**config.mk**
```make
export PLATFORM = sky130hd
export DESIGN_NAME = program_loader_flat
export DESIGN_NICKNAME = d
export VERILOG_FILES = /design/src/rtl/program_loader_if.sv /design/src/rtl/program_loader.sv /design/src/flat_wrapper.sv
export SDC_FILE = /design/constraint.sdc
export NUM_CORES = 1
export LEC_CHECK = 0
export ABC_CLOCK_PERIOD_IN_PS = 3700
export CAP_MARGIN = 20
export CORE_AREA = 4 4 106 108
export CTS_BUF_LIST = sky130_fd_sc_hd__clkbuf_4 sky130_fd_sc_hd__clkbuf_8
export DETAILED_ROUTE_END_ITERATION = 8
export DIE_AREA = 0 0 110 112
export GPL_TIMING_DRIVEN = 0
export PLACE_DENSITY = 0.74
export RECOVER_POWER = 50
export SYNTH_ARGS = -nofsm -noshare
export SYNTH_HDL_FRONTEND = slang
export SYNTH_SLANG_ARGS = --single-unit
```
**constraint.sdc**
```tcl
create_clock -name clk -period 3.7 [get_ports clk]
set_input_delay 0.74 -clock clk [delete_from_list [all_inputs] [get_ports clk]]
set_output_delay 0.74 -clock clk [all_outputs]
set_load 0.01 [all_outputs]
```
**src/rtl/program_loader_if.sv**
```systemverilog
// Byte-stream handshake, RAM write port and CPU status lines for program_loader.
// The loader uses the master modport; the stream source and RAM side use slave.
interface program_loader_if #(
  parameter int ADDR_W = 16
) ();
  logic              start;
  logic [7:0]        byte_in;
  logic              byte_valid;
  logic              byte_ready;
  logic [ADDR_W-1:0] address;
  logic [15:0]       data;
  logic              data_oe;
  logic              ram_en;
  logic              rw;
  logic              halt;
  logic              done;
  logic              error;

  modport master (
    input  start, byte_in, byte_valid,
    output byte_ready, address, data, data_oe, ram_en, rw, halt, done, error
  );

  modport slave (
    output start, byte_in, byte_valid,
    input  byte_ready, address, data, data_oe, ram_en, rw, halt, done, error
  );
endinterface

```
**src/rtl/program_loader.sv**
```systemverilog
// Boot loader for the BatAmateur CPU: receives a length-prefixed, XOR-checksummed
// byte stream, writes the 16-bit words into RAM and releases HALT on success.
module program_loader #(
  parameter int                ADDR_W    = 16,
  parameter logic [ADDR_W-1:0] BASE_ADDR = '0,
  parameter int                MAX_WORDS = 4096,
  parameter int                TIMEOUT   = 65535
) (
  input logic               clk,
  input logic               rst_n,
  program_loader_if.master  bus
);

  localparam int TW = $clog2(TIMEOUT + 1);

  typedef enum logic [3:0] {
    S_IDLE, S_LEN_HI, S_LEN_LO, S_DAT_HI, S_DAT_LO,
    S_WRITE, S_CHECK, S_DONE, S_ERR
  } state_t;

  state_t          state, state_next;
  logic [15:0]     len;
  logic [15:0]     idx;
  logic [7:0]      hi_buf;
  logic [7:0]      chk;
  logic [TW-1:0]   tcnt;

  logic            accept;
  logic            start_ok;
  logic            timeout_hit;
  logic [15:0]     len_word;
  logic [15:0]     idx_inc;

  assign bus.byte_ready = state inside {S_LEN_HI, S_LEN_LO, S_DAT_HI, S_DAT_LO, S_CHECK};
  assign accept         = bus.byte_valid && bus.byte_ready;
  assign start_ok       = bus.start && (state inside {S_IDLE, S_DONE, S_ERR});
  assign timeout_hit    = bus.byte_ready && !accept && (tcnt == TW'(TIMEOUT - 1));
  assign len_word       = {len[15:8], bus.byte_in};
  assign idx_inc        = idx + 16'd1;

  always_ff @(posedge clk or negedge rst_n) begin
    if (!rst_n) state <= S_IDLE;
    else        state <= state_next;
  end

  always_comb begin
    state_next = state;
    case (state)
      S_IDLE, S_DONE, S_ERR: if (bus.start) state_next = S_LEN_HI;
      S_LEN_HI: if (accept) state_next = S_LEN_LO;
      S_LEN_LO: begin
        if (accept) begin
          if (len_word == 16'd0)                  state_next = S_CHECK;
          else if (len_word > 16'(MAX_WORDS))     state_next = S_ERR;
          else                                    state_next = S_DAT_HI;
        end
      end
      S_DAT_HI: if (accept) state_next = S_DAT_LO;
      S_DAT_LO: if (accept) state_next = S_WRITE;
      S_WRITE:  state_next = (idx_inc == len) ? S_CHECK : S_DAT_HI;
      S_CHECK:  if (accept) state_next = (bus.byte_in == chk) ? S_DONE : S_ERR;
      default:  state_next = S_IDLE;
    endcase
    if (timeout_hit) state_next = S_ERR;
  end

  // Idle counter only runs while a byte is awaited, so it stays frozen in WRITE.
  always_ff @(posedge clk or negedge rst_n) begin
    if (!rst_n) begin
      len    <= '0;
      idx    <= '0;
      hi_buf <= '0;
      chk    <= '0;
      tcnt   <= '0;
    end else begin
      if (start_ok) begin
        chk  <= '0;
        idx  <= '0;
        tcnt <= '0;
      end else if (accept) begin
        chk  <= chk ^ bus.byte_in;
        tcnt <= '0;
      end else if (bus.byte_ready) begin
        tcnt <= tcnt + TW'(1);
      end
      if (accept && state == S_LEN_HI) len[15:8] <= bus.byte_in;
      if (accept && state == S_LEN_LO) len[7:0]  <= bus.byte_in;
      if (accept && state == S_DAT_HI) hi_buf    <= bus.byte_in;
      if (state == S_WRITE)            idx       <= idx_inc;
    end
  end

  // Strobes are registered and zero outside WRITE because the top ORs them with the CPU bus.
  always_ff @(posedge clk or negedge rst_n) begin
    if (!rst_n) begin
      bus.ram_en  <= 1'b0;
      bus.rw      <= 1'b0;
      bus.data_oe <= 1'b0;
      bus.address <= '0;
      bus.data    <= '0;
      bus.halt    <= 1'b0;
      bus.done    <= 1'b0;
      bus.error   <= 1'b0;
    end else begin
      if (state_next == S_WRITE) begin
        bus.ram_en  <= 1'b1;
        bus.rw      <= 1'b1;
        bus.data_oe <= 1'b1;
        bus.address <= BASE_ADDR + ADDR_W'(idx);
        bus.data    <= {hi_buf, bus.byte_in};
      end else begin
        bus.ram_en  <= 1'b0;
        bus.rw      <= 1'b0;
        bus.data_oe <= 1'b0;
        bus.address <= '0;
        bus.data    <= '0;
      end
      bus.halt  <= !(state_next inside {S_IDLE, S_DONE});
      bus.done  <= (state_next == S_DONE);
      bus.error <= (state_next == S_ERR);
    end
  end

endmodule

```
**src/flat_wrapper.sv**
```systemverilog
// flat-port wrapper written by rule: the top's interface ports become plain ports
module program_loader_flat 
#(
  parameter int                ADDR_W    = 16,
  parameter logic [ADDR_W-1:0] BASE_ADDR = '0,
  parameter int                MAX_WORDS = 4096,
  parameter int                TIMEOUT   = 65535
)
  (clk, rst_n, bus_start, bus_byte_in, bus_byte_valid, bus_byte_ready, bus_address, bus_data, bus_data_oe, bus_ram_en, bus_rw, bus_halt, bus_done, bus_error);
  program_loader_if #(.ADDR_W(ADDR_W)) bus_i ();
  input logic clk;
  input logic rst_n;
  input wire logic [$bits(bus_i.start)-1:0] bus_start;
  input wire logic [$bits(bus_i.byte_in)-1:0] bus_byte_in;
  input wire logic [$bits(bus_i.byte_valid)-1:0] bus_byte_valid;
  output wire logic [$bits(bus_i.byte_ready)-1:0] bus_byte_ready;
  output wire logic [$bits(bus_i.address)-1:0] bus_address;
  output wire logic [$bits(bus_i.data)-1:0] bus_data;
  output wire logic [$bits(bus_i.data_oe)-1:0] bus_data_oe;
  output wire logic [$bits(bus_i.ram_en)-1:0] bus_ram_en;
  output wire logic [$bits(bus_i.rw)-1:0] bus_rw;
  output wire logic [$bits(bus_i.halt)-1:0] bus_halt;
  output wire logic [$bits(bus_i.done)-1:0] bus_done;
  output wire logic [$bits(bus_i.error)-1:0] bus_error;
  assign bus_i.start = bus_start;
  assign bus_i.byte_in = bus_byte_in;
  assign bus_i.byte_valid = bus_byte_valid;
  assign bus_byte_ready = bus_i.byte_ready;
  assign bus_address = bus_i.address;
  assign bus_data = bus_i.data;
  assign bus_data_oe = bus_i.data_oe;
  assign bus_ram_en = bus_i.ram_en;
  assign bus_rw = bus_i.rw;
  assign bus_halt = bus_i.halt;
  assign bus_done = bus_i.done;
  assign bus_error = bus_i.error;
  program_loader #(.ADDR_W(ADDR_W), .BASE_ADDR(BASE_ADDR), .MAX_WORDS(MAX_WORDS), .TIMEOUT(TIMEOUT)) u_core (.clk(clk), .rst_n(rst_n), .bus(bus_i));
endmodule
```
# After elaboration in Yosys (flattened, before gate mapping)
# Cells that the tools add are included.
# totals
regBits	104
in_bits	12
output_inout_bits	39
word_cells	72
# op_classes
add_sub_neg	2
magnitude_cmp	1
n_eq_ne	14
mux	22
n_bitwise	1
n_reduce_logical	19
# ops
op	count
two-way mux 16 bit	7
two-way mux 4 bit	10
adder 16 x 1 -> 16 bit (second input constant)	2
case mux 4 bit (7 select lines)	1
equality test 4 x 3 -> 1 bit (second input constant)	6
equality test 16 bit	1
equality test 16 bit (second input constant)	1
> comparator 16 x 13 -> 1 bit (second input constant)	1
zero test 16 bit	1
two-way mux 8 bit	2
equality test 4 x 2 -> 1 bit (second input constant)	2
equality test 4 bit (second input constant)	2
equality test 8 bit	1
zero test 4 bit	2
XOR 8 bit	1
logical AND 1 bit	7
nonzero test 2 bit	3
nonzero test 3 bit	2
nonzero test 5 bit	1
equality test 4 x 1 -> 1 bit (second input constant)	1
two-way mux 3 bit	1
OR reduction 3 bit	1
zero test 1 bit	2
two-way mux 1 bit	1

# Logic depth before layout (Yosys ltp)
# logic_depth
word_depth	10
mapped_depth	9
depth_no_buf	8

# Least setup slack after synthesis
# OpenSTA, ideal clock, no wires.
# synth_path
path_kind	flip-flop to flip-flop
startpoint	reg u_core.idx[0]
endpoint	reg u_core.state[0]
setup_time_ns	0.119
t_arrival_ns	2.241
required_time_ns	3.581
setup_slack_ns	1.340
path_stages_with_launch	10
n_path_buf	1
synth_period_minus_slack_ns	2.360
path_cell_list	dfrtp_1 -> ha_1 -> and4_1 -> clkbuf_1 -> nand2_1 -> xnor2_1 -> or4_1 -> nor4_1 -> o21a_1 -> nor2_1
# synth_via
elab_chain_cells	5
# synth_lines
item	line_no	text
start, declared	program_loader.sv:23	logic [15:0] idx;
start signal, assigned	program_loader.sv:89	if (state == S_WRITE) idx <= idx_inc;
adder 16 x 1 -> 16 bit	program_loader.sv:39	assign idx_inc = idx + 16'd1;
equality test 16 bit	program_loader.sv:60	S_WRITE: state_next = (idx_inc == len) ? S_CHECK : S_DAT_HI;
two-way mux 3 bit	program_loader.sv:60	
case mux 4 bit (7 select lines)	program_loader.sv:48	case (state)
two-way mux 4 bit	program_loader.sv:64	if (timeout_hit) state_next = S_ERR;
via u_core.state_next[0]	program_loader.sv:21	state_t state, state_next;
end signal, assigned	program_loader.sv:43	else state <= state_next;
end, declared	program_loader.sv:21	
# The timed path passes the listed nets, and every way through them passes these cells.
# A chain may end at the register's enable or synchronous reset.

# Worst setup path in the final report
# layout_path
startpoint	reg u_core.state[2]
endpoint	out bus_byte_ready
# layout_via
elab_chain_cells	2
elab_cells_between_ends	6
classes_between	eq/ne: 5; reduce/logical: 1
# layout_lines
item	line_no	text
equality test 4 x 1 -> 1 bit (tied with other cells)	program_loader.sv:34	assign bus.byte_ready = state inside {S_LEN_HI, S_LEN_LO, S_DAT_HI, S_DAT_LO, S_CHECK};
nonzero test 5 bit (*)	program_loader.sv:34	
end, declared	flat_wrapper.sv:16	output wire logic [$bits(bus_i.byte_ready)-1:0] bus_byte_ready;
# Mark *: on every way between the ends. The rest lies on a longest branch, timed or not.

==> flow_summary.yaml <==
sta:
  hold_violations: 0
  fin_tns_setup_ps: 0
  finalSetupViolations: 0
  grt_setup_unrepaired: "false"
  fin_worst_skew_ps: 14.5
  post-route-period-util_pct: 91.2
  layout_min_cycle_time_ps: 3370
  slew_headroom_pct: -10.8
  slew_at_the_pin_closest_to_its_max_slew_limit_ps: 1660
  finalMaxSlewViolations: 31
  timing.fmax_mhz: 297
power:
  combinationalPowerShare_pct: 34.8
  max-vdd-ir-drop_mv: 0.388
  power.leakage_nw: 2.62
  p_int_w: 0.00213
  net_switching_power_w: 0.00125
  total_power_w: 0.00338
  p_seq_share_pct: 45.7
  clockPowerShare_pct: 19.5
  power.share.switching_pct: 37.0
  powerDensity_nw_per_um2: 571
synth:
  netlist-cell-type-count: 52
  post_syn_area_per_cell_um2: 10.2
  share_of_flip_flops_with_an_asynchronous_set_or_reset_pct: 100
  synth_top_flop_cell: "dfrtp_1"
  synth.top_cell.area_share_pct: 51.5
  synth-edff-count: 0
  syn-instance-count: 494
  synth.largest_area_cell: "dfrtp_1"
  synth_area_um2: 5050
  ys_top_cells_by_area: "dfrtp_1 52%, mux2_2 5.6%, xor2_1 5.2%"
  synth_sequential_area_ratio_pct: 51.5
  synth_warnings: 0
  ys_seq_elements: 104
  syn-num-nets: 509
clocking:
  clock_latency_ps: 380
  cts.repair_timing.setup_buffer_count: 0
  clock_tree_from_tritoncts: "done"
  cts-buffers-inserted: 9
  cts_repair_resized_insts: 0
  clock_tree.root_cell: "clkbuf_8"
  holdBufCountCts: 0
  maximum_clock_insertion_buffer_count: 2
  h-tree-depth: 3
  clk_pin_slew_worst_paths_ps: 110
  cts_num_sinks: 104
setup_path:
  critical_path.reg2reg.endpoint: "u_core.state[0]$_DFF_PN0_"
  cp-end-kind: "output port"
  required_ps: 2960
  r2r_cells: 8
  critical-path-slowest-cell: "clkdlybuf4s50_1"
  worstPathBufferInverterCount: 4
  crit_fanout: 10
  r2r_setup_slack_ps: 810
  crit_chain: "clkbuf_1 > a211o_1 > inv_1 > buf_1 > clkdlybuf4s50_1"
  start_kind: "flip-flop"
  timing.critical_path.max_delay_family: "buffers and inverters"
  timing.rr.start: "u_core.idx[0]$_DFFE_PN0P_"
  critical_path.max_stage_delay_ps: 630
  crit_path_class: "reg -> out"
  worstPathArrival_ps: 2630
global_route:
  grt_remaining_overflow: 0
  first_global_vias: 3738
  global_route.usage.met1_pct: 24.4
  globalRouteTotalUtil_pct: 19.0
  met3_usage_pct: 4.41
  grt_first_pass_wirelength_um: 18600
  globalRoute.busiestLayer: "met2"
  groute.layer.met2.usage_pct: 31.6
  number_of_antenna_violations_at_the_first_check_in_global_routing: 0
  grt_start_max_net_pins: 75
layout:
  final_cell_area_um2: 5920
  antenna_cells_inserted: 0
  final_common_cell: "dfrtp_1"
  drive_above_1_share_pct: 10.0
  layoutNonFillerInstCount: 696
  area_growth_syn_to_layout_pct: 17.2
  postLayoutCoreUtil_pct: 57.9
  design.final.nets: 571
  final_cell_mix: "104 x dfrtp_1, 44 x nor2_1, 35 x nand2_1"
floorplan:
  floorplan.io_pins: 51
  core_region_area_um2: 10200
  initial_utilization_pct: 49.4
  chipWidth_um: 110
  core.rowCount: 37
  fp.dieH_um: 112
  die-area_um2: 12300
routing:
  postRouteAntennaNets: 0
  routedWlPerCell_um: 15.6
  dr.first_iter.drc_count: 215
  first_pass_iters: 5
  detail_route.wirelength_um: 10900
  post-route-drc-count: 0
  dr_total_vias: 3886
  viasPerCell: 5.58
min_path:
  hold_path.startpoint: "u_core.hi_buf[0]$_DFFE_PN0P_"
  timing.hold.worst_endpoint: "u_core.bus.data[8]$_DFF_PN0_"
  worst_hold_path_type: "reg -> reg"
  worst_hold_stages: 1
placement:
  dp.final_hpwl_um: 7800
  place.gp.congestion: 0.940
  io_buffer_count: 50
  post-place-cells: 681
  post_dp_cell_area_um2: 5750
run_status:
  run_status: "finished, violations left"
  violated_checks: "max-capacitance violations, max-slew violations"
flow_run:
  max_cap_viol_count: 1
logic make-up after synthesis:
group	Yosys count	share of synthesized area, %
AND/OR/NAND/NOR	202	20.9
flip-flops	104	51.5
AO/OA/AOI/OAI	75	9.06
XOR/XNOR	48	8.62
buffers and inverters	36	3.39
multiplexers	26	5.77
adder cells (fa/ha/maj)	3	0.743
layer usage:
layer,vias to the layer above,wire (µm)
met5,-,0
met4,0,200
met3,21,682
met2,124,5500
met1,1892,4500
li1,1849,-
cell usage after synthesis, types with 3 or more instances:
cell / number
or3_1: 5
ha_1: 3
nand4_1: 12
a21oi_1: 14
o21ai_0: 31
and2_1: 33
buf_6: 3
buf_2: 5
clkbuf_1: 18
o211ai_1: 4
xor2_1: 30
mux2_2: 25
nor2_1: 44
nor3_1: 13
nand3b_1: 3
nand2_1: 35
nand3_1: 27
nor2b_1: 3
nor4_1: 10
and3_1: 3
inv_1: 7
xnor2_1: 17
a31oi_1: 6
o31ai_1: 4
dfrtp_1: 104
worst reg2reg max path, stage by stage (launching register included):
cell and delay [ps]:
dfrtp_1 460, ha_1 320, nand4_1 230, o311ai_1 370, o2111ai_1 170, or4_1 540, nor4_1 490, o21a_1 170
nor2_1 40
how the worst max path moves through the flow:
stage	startpoint	to	cells after the start
after CTS	u_core.state[2]$_DFF_PN0_	bus_byte_ready	5
after detailed placement	bus_byte_in[6]	u_core.bus.data[6]$_DFF_PN0_	9
after global routing	u_core.state[2]$_DFF_PN0_	bus_byte_ready	5
after global placement	rst_n	u_core.tcnt[10]$_DFFE_PN0P_	1
after floorplan	u_core.idx[0]$_DFFE_PN0P_	u_core.state[0]$_DFF_PN0_	9
final	u_core.state[2]$_DFF_PN0_	bus_byte_ready	5
cell type report:
| cell class | instances | area [µm²] |
|---|---|---|
| plain buffers | 29 | 145 |
| flip-flops and latches | 104 | 2600 |
| well taps | 136 | 170 |
| inverters | 7 | 26.3 |
| clock buffers | 9 | 124 |
| clock inverters | 6 | 52.6 |
| fillers | 883 | 4310 |
| repair buffers | 51 | 522 |
| multi-input cells | 354 | 2280 |
flip-flops by register name, summed over array words and instances (netlist names):
| signal | count |
|---|---|
| u_core.bus.address | 16 |
| u_core.bus.data | 16 |
| u_core.bus.data_oe | 1 |
| u_core.bus.done | 1 |
| u_core.bus.error | 1 |
| u_core.bus.halt | 1 |
| u_core.chk | 8 |
| u_core.hi_buf | 8 |
| u_core.idx | 16 |
| u_core.len | 16 |
| u_core.state | 4 |
| u_core.tcnt | 16 |
power by group through the flow:
stage,Clock (W),Sequential (W),Combinational [W]
floorplan,0,0.00152,0.000842
global placement,0,0.00155,0.00114
detailed placement,0,0.00157,0.00117
CTS,0.000678,0.00154,0.00118
global route,0.000720,0.00158,0.00130
finish,0.000660,0.00154,0.00118
stage by stage:
| step | worst slack (ps) | hold WS (ps) |
|---|---|---|
| finish | 327 | 484 |
| global route | 160 | 509 |
| CTS | 328 | 292 |
| detailed placement | 160 | 464 |
| global placement | -1840 | 452 |
| floorplan | 1340 | 444 |
No activity file was read; power rests on OpenSTA's default activity.
